==> src/rtl/xform_arbiter.sv <==
// xform_arbiter: round-robin luma/chroma access to one transform, burst out then wait for feedback
module xform_arbiter #(
  parameter int BURST     = 4,
  parameter int FBTIMEOUT = 255
) (
  input  logic        CLK2,
  input  logic        NEWLINE,
  input  logic        REQ_L,
  input  logic        REQ_C,
  input  logic [35:0] DATA_L,
  input  logic [35:0] DATA_C,
  input  logic        XF_READY,
  input  logic        FBSTROBE,
  output logic        GNT_L,
  output logic        GNT_C,
  output logic        ACK_L,
  output logic        ACK_C,
  output logic        DONE_L,
  output logic        DONE_C,
  output logic        XF_STROBE,
  output logic [35:0] XF_DATA,
  output logic        XF_SRC,
  output logic        ERR
);
  localparam logic [1:0] IDLE = 2'd0, XFER = 2'd1, WAITFB = 2'd2, DONE = 2'd3;
  logic [1:0] state;
  logic [3:0] cnt;
  logic [7:0] tmo;
  logic       last;
  logic       win_c;
  // last=1 means chroma was served last, so luma wins a tie
  assign win_c = REQ_C & (~REQ_L | ~last);
  always_comb begin
    XF_STROBE = (state == XFER) & XF_READY;
    ACK_L     = XF_STROBE & ~XF_SRC;
    ACK_C     = XF_STROBE & XF_SRC;
    XF_DATA   = (state == XFER) ? (XF_SRC ? DATA_C : DATA_L) : '0;
    DONE_L    = (state == DONE) & ~XF_SRC;
    DONE_C    = (state == DONE) & XF_SRC;
  end
  always_ff @(posedge CLK2) begin
    if (NEWLINE) begin
      state  <= IDLE;
      cnt    <= '0;
      tmo    <= '0;
      last   <= 1'b1;
      XF_SRC <= 1'b0;
      GNT_L  <= 1'b0;
      GNT_C  <= 1'b0;
      ERR    <= 1'b0;
    end else begin
      case (state)
        IDLE: begin
          if (FBSTROBE) ERR <= 1'b1;
          if (REQ_L | REQ_C) begin
            XF_SRC <= win_c;
            GNT_L  <= ~win_c;
            GNT_C  <= win_c;
            cnt    <= '0;
            state  <= XFER;
          end
        end
        XFER: begin
          if (FBSTROBE) ERR <= 1'b1;
          if (XF_STROBE) begin
            cnt <= cnt + 4'd1;
            if (cnt + 4'd1 == 4'(BURST)) begin
              state <= WAITFB;
              tmo   <= '0;
            end
          end
        end
        WAITFB: begin
          // feedback wins over a timeout landing on the same edge
          if (FBSTROBE) state <= DONE;
          else begin
            tmo <= tmo + 8'd1;
            if (tmo + 8'd1 == 8'(FBTIMEOUT)) begin
              ERR   <= 1'b1;
              state <= DONE;
            end
          end
        end
        default: begin
          GNT_L <= 1'b0;
          GNT_C <= 1'b0;
          last  <= XF_SRC;
          state <= IDLE;
        end
      endcase
    end
  end
endmodule

==> config.mk <==
export PLATFORM = sky130hd
export DESIGN_NAME = xform_arbiter
export DESIGN_NICKNAME = d
export VERILOG_FILES = /design/src/rtl/xform_arbiter.sv
export SDC_FILE = /design/constraint.sdc
export NUM_CORES = 1
export LEC_CHECK = 0
export ABC_AREA = 1
export CORE_UTILIZATION = 35
export DETAILED_ROUTE_END_ITERATION = 7
export PLACE_DENSITY_LB_ADDON = 0.2
export SYNTH_ARGS = -nofsm -noshare
export SYNTH_HDL_FRONTEND = slang
export SYNTH_SLANG_ARGS = --single-unit
==> constraint.sdc <==
create_clock -name CLK2 -period 2.1 [get_ports CLK2]
set_input_delay 0.21 -clock CLK2 [delete_from_list [all_inputs] [get_ports CLK2]]
set_output_delay 0.21 -clock CLK2 [all_outputs]
set_load 0.1 [all_outputs]
Word level (Yosys, flattened, before mapping) --
Cells that the tools add are included.
Storage, ports and cells: bits in writable memories 0, register bits after elaboration 19, output and inout port bits 45, memories 0, bits in latches 0, logic and storage cells 71, memory bits (read-only) 0
Operators by class: bitwise gates (word level) 13, equality and inequality tests 12, order comparisons 0, mux-type cells 23, shift operators 0, reduce and logical (&&, ||, !) cells 13, $add $sub $neg 2, multiply operators 0, divide/modulo/power cells 0
Operator list (count):
- 2-to-1 mux 36 bit | 2
- 2-to-1 mux 8 bit | 3
- case mux 8 bit (2 select lines) | 1
- AND reduction 4 bit | 3
- 2-to-1 mux 2 bit | 5
- adder 8 x 1 -> 8 bit (second input constant) | 1
- equality test 8 bit (second input constant) | 1
- 2-to-1 mux 4 bit | 2
- inequality test 2 bit (second input constant) | 4
- case mux 4 bit (2 select lines) | 1
- AND 1 bit | 6
- case mux 1 bit (2 select lines) | 3
- case mux 2 bit (3 select lines) | 1
- nonzero test 2 bit | 3
- 2-to-1 mux 1 bit | 5
- inverter 1 bit | 5
- adder 4 x 1 -> 4 bit (second input constant) | 1
- equality test 2 bit (second input constant) | 2
- equality test 4 x 3 -> 1 bit (second input constant) | 1
- inequality test 2 x 1 -> 1 bit (second input constant) | 2
- AND reduction 2 bit | 2
- OR reduction 2 bit | 2
- inequality test 3 bit (second input constant) | 1
- AND reduction 3 bit | 1
- 4 further kinds | 5

Logic depth before layout (Yosys ltp) --
depth after elaboration 6, gate-level depth with buffers 12, depth with buffers taken out 12

Worst setup path before layout --
OpenSTA, ideal clock, no wires.
path kind flip-flop to output port, start register XF_SRC, end output port XF_DATA[28], arrival time 2898 ps, path buffers 2, slack -1008 ps, stages on the path, launching flop included 5, path through dfxtp_1 > clkbuf_1 > clkbuf_1 > o21ai_0 > nor2_1
On the way: longest elaborated chain between the ends 2
Ends and longest elaborated chain:
- from (decl) | line 22 | output logic XF_SRC,
- from (signal assigned) | line 56 | XF_SRC <= win_c;
- 2-to-1 mux 36 bit (2 in series) | line 37 | XF_DATA = (state == XFER) ? (XF_SRC ? DATA_C : DATA_L) : '0;
- to (decl) | line 21 | output logic [35:0] XF_DATA,
Every way passes these cells.

Final worst setup path --
start register state[1], end output port XF_DATA[16]
On the way: longest elaborated chain between the ends 2
Ends and longest elaborated chain:
- from (decl) | line 26 | logic [1:0] state;
- from (signal assigned) | line 43 | state <= IDLE;
- from (signal assigned) | line 60 | state <= XFER;
- from (signal assigned) | line 68 | state <= WAITFB;
- equality test 2 x 1 -> 1 bit | line 37
- 2-to-1 mux 36 bit | line 37
Every way passes these cells.

==> impl_table.tex <==
\begin{tabular}{lr}
\hline
Metric & Value \\
\hline
\multicolumn{2}{l}{\textbf{Placed design}} \\
Last weighted congestion value of the routability-driven placer & 0.8434 \\
Instance count after placement with tap cells included & approximately 460 \\
HPWL after DPL & 5.733 mm \\
Number of buffer cells added on primary ports & 122 \\
\multicolumn{2}{l}{\textbf{CTS}} \\
Cts hold-fix bufs & 0 \\
H-Tree Depth & 1 \\
Clock Latency Late Sink & approximately 260 ps \\
Cts bufs inserted & 3 \\
Maximum number of buffers from clock root to sink & 2 \\
CTS root buffer & sky130\_fd\_sc\_hd\_\_clkbuf\_8 \\
\# Post-CTS Setup Buffers & 0 \\
Clock transition at the register clock pins on the worst setup and hold paths after CTS & 70 ps \\
Total of cells resized after clock tree synthesis & 0 \\
CTS tree & done \\
Sink Count & 19 \\
\multicolumn{2}{l}{\textbf{Timing}} \\
Final setup viols & 0 \\
Final count of hold timing violations & 0 \\
Unrepaired setup endpoints after global routing & no \\
Total negative slack & 0 ps \\
Min cycle time layout & about 2000 ps \\
Worst slew margin relative to its limit & 0.7445 \\
Worst-margin pin slew & approximately 380 ps \\
Final count of pins violating max slew & 0 \\
Top achievable clock speed & $\sim$0.50 GHz \\
Worst Hold Margin & approximately 470 ps \\
Share of the clock period used by the worst path after layout & 0.9472 \\
Final worst clock skew & 2.793 ps \\
\multicolumn{2}{l}{\textbf{Final layout}} \\
Footprint of the flip-flops and latches & approximately 380 um\^{}2 \\
P\&R area growth vs syn & 118.3\% \\
Final cell count without fillers & between 400 and 500 \\
Area taken by multi-input logic gates & roughly 0.0014 mm\^{}2 \\
Diodes inserted & 0 \\
Layout cell share with drive strength beyond 1 & 0.2537 \\
Fill count & a little under 300 \\
Commonest non-fill, non-tap cells in the layout & sky130\_fd\_sc\_hd\_\_clkdlybuf4s50\_1 (77), sky130\_fd\_sc\_hd\_\_nor2\_1 (59), sky130\_fd\_sc\_hd\_\_o21ai\_0 (43) \\
\# nets final & about 500 \\
Commonest non-fill, non-tap cell in the layout & sky130\_fd\_sc\_hd\_\_clkdlybuf4s50\_1 \\
Post-layout utilization of the core & 0.8111 \\
\multicolumn{2}{l}{\textbf{Logic synthesis}} \\
Cells after synthesis & 294 \\
Syn\_nets & 380 \\
Adder and majority cell fraction of the synthesized area & 0.06061 \\
Area fraction in compound gates after synthesis & 0.2197 \\
Post-Synth XOR/XNOR Area & 0.01061 \\
Number of distinct library cells after synthesis & 24 \\
Synthesis Warnings & 0 \\
Main combinational cell family by area after synthesis & simple AND/OR/NAND/NOR gates \\
Sequential area share after synthesis & 0.2303 \\
Post-synthesis sequential element count & 19 \\
Post-Synthesis Cell Area & $\sim$0.0017 mm\^{}2 \\
Multiplexer share of the synthesized area & 0 \\
Area share of and/or/nand/nor cells after synthesis & 0.3780 \\
Average footprint of a synthesized cell & 5.618 um\^{}2 \\
\multicolumn{2}{l}{\textbf{Run status}} \\
Failing checks & design-rule violations \\
Outcome & complete, but fails checks \\
\multicolumn{2}{l}{\textbf{Critical path}} \\
Critical Path Source Type & flop \\
Family with the most delay on the worst path & buffers and inverters \\
Kind of critical path & flop to output port \\
Worst Path Buf+Inv & 3 \\
Series of cell instances along the critical path & inv\_1 -> ha\_1 -> buf\_4 -> o21ai\_0 -> nor2\_4 -> buf\_12 \\
Required time reported for the critical path endpoint & 1890 ps \\
Data arrival time of the worst path & 1780 ps \\
Critical-path maximum fanout & 23 \\
Worst Setup End Kind & output port \\
CP peak stage delay & 370 ps \\
Crit-path slowest cell & sky130\_fd\_sc\_hd\_\_dfxtp\_1 \\
\multicolumn{2}{l}{\textbf{Route}} \\
Detailed Route WL & $\sim$7 mm \\
Average detailed-routed wire length per instance & $\sim$15 um \\
Residual DRC & 26 \\
Iteration count of the initial detailed-routing pass & 6 \\
Antenna Nets Post-Route & 0 \\
Total number of vias & around 2300 \\
Vias per cell & approximately 5.0 \\
Initial detailed-routing violation count & between 150 and 200 \\
\multicolumn{2}{l}{\textbf{Die}} \\
Core outline area & 0.004444 mm\^{}2 \\
Width of the die & between 70 and 80 um \\
Count of boundary I/O pins & between 100 and 150 \\
Floorplan die area & $\sim$0.005 mm\^{}2 \\
Effective utilization at floorplan & 0.3716 \\
Count of standard-cell rows & 24 \\
DIE HEIGHT & $\sim$71 um \\
\multicolumn{2}{l}{\textbf{Global route}} \\
Number of antenna violations at the first check in global routing & 0 \\
Residual overflow from global routing & 0 \\
Largest net degree at the start of global routing & 28 \\
GRT Resource Usage Total & 0.2795 \\
Number of global-route vias before repair & between 2000 and 2500 \\
First-pass GRT wire length & $\sim$11 mm \\
\multicolumn{2}{l}{\textbf{Power}} \\
Post-route total power & about 4700 uW \\
Leakage dissipation & about 0.0015 uW \\
Pwr Density & 1294 mW/mm\^{}2 \\
Worst VDD drop & around 0.74 mV \\
\multicolumn{2}{l}{\textbf{Run}} \\
Max-cap violation count & 0 \\
\multicolumn{2}{l}{\textbf{Min path}} \\
Min-delay worst type & flop to flop \\
\hline
\end{tabular}
## cell families after synthesis
family                   Yosys count
AO/OA/AOI/OAI                     72
XOR/XNOR                           2
adder cells (fa/ha/maj)            8
buffers and inverters             41
flip-flops                        19
AND/OR/NAND/NOR                  152
## state kept, by name, indices dropped and copies added (netlist names)
| register | flops |
|---|---|
| XF_SRC | 1 |
| cnt | 4 |
| state | 2 |
| GNT_L | 1 |
| tmo | 8 |
| GNT_C | 1 |
| last | 1 |
| ERR | 1 |
## cells in the mapped netlist
| cell | number | area (um^2) |
|---|---|---|
| sky130_fd_sc_hd__inv_1 | 25 | 93.84 |
| sky130_fd_sc_hd__o21ai_0 | 43 | 215.2 |
| sky130_fd_sc_hd__nor3_2 | 1 | 10.01 |
| sky130_fd_sc_hd__nand2_2 | 3 | 18.77 |
| sky130_fd_sc_hd__xor2_1 | 2 | 17.52 |
| sky130_fd_sc_hd__o21ai_1 | 5 | 25.02 |
| sky130_fd_sc_hd__nand3_1 | 9 | 45.04 |
| sky130_fd_sc_hd__nor2_1 | 98 | 367.9 |
| sky130_fd_sc_hd__inv_2 | 1 | 3.750 |
| sky130_fd_sc_hd__a21oi_1 | 23 | 115.1 |
| sky130_fd_sc_hd__ha_1 | 8 | 100.1 |
| sky130_fd_sc_hd__a21boi_0 | 1 | 7.510 |
| sky130_fd_sc_hd__nor2_2 | 2 | 12.51 |
| sky130_fd_sc_hd__buf_4 | 1 | 7.510 |
| sky130_fd_sc_hd__dfxtp_1 | 19 | 380.4 |
| sky130_fd_sc_hd__buf_1 | 2 | 7.510 |
| sky130_fd_sc_hd__nand3_2 | 2 | 20.02 |
| sky130_fd_sc_hd__nand2_1 | 33 | 123.9 |
| sky130_fd_sc_hd__nand3b_1 | 1 | 7.510 |
| sky130_fd_sc_hd__buf_2 | 1 | 5.000 |
| sky130_fd_sc_hd__nand4_1 | 2 | 12.51 |
| sky130_fd_sc_hd__buf_6 | 1 | 11.26 |
| sky130_fd_sc_hd__or2_2 | 1 | 6.260 |
| sky130_fd_sc_hd__clkbuf_1 | 10 | 37.54 |
## through the flow
step                      setup slack (ps)  area [um^2]
final                                110.8         3605
after global routing                 11.89         3605
after CTS                            109.8         3605
after detailed placement             407.8         3558
after global placement               460.8         3558
after floorplan                      96.22         1903
## worst min-delay path, delay by kind of cell (launching register included)
kind | cells | cell delay, ps
AO/OA/AOI/OAI | 1 | 50
AND/OR/NAND/NOR | 1 | 60
flip-flops | 1 | 320
## power by group
part | switching [uW] | leakage, uW | internal [uW]
sequential | 105 | 0.000157 | 452
clock | 128 | 0.0000255 | 132
combinational | 2590 | 0.00129 | 1260
total | 2820 | 0.00147 | 1840
## routing by layer
layer	up-vias	track usage	part of all wire
met4	0	0.1089	0.026
li1	1167	-	-
met3	15	0.05413	0.085
met5	-	0	0
met2	83	0.5171	0.51
met1	1061	0.3143	0.38
## final timing paths
kind	from	endpoint	slack [ps]	cells after the start
setup / recovery	state[1]	XF_DATA[16]	110	6
hold reg to reg	GNT_C	GNT_C	470	2
hold / removal	GNT_C	GNT_C	470	2
setup reg to reg	state[0]	tmo[3]	390	8
## final cells by class
class,count,share of cell area
Clock buffer,3,0.01145
Clock inverter,1,0.001388
Inverter,26,0.02707
Multi-Input combinational cell,234,0.3752
Sequential cell,19,0.1066
Tap cell,52,0.01805
Timing Repair Buffer,127,0.4603
(Power assumes the default switching activity.)
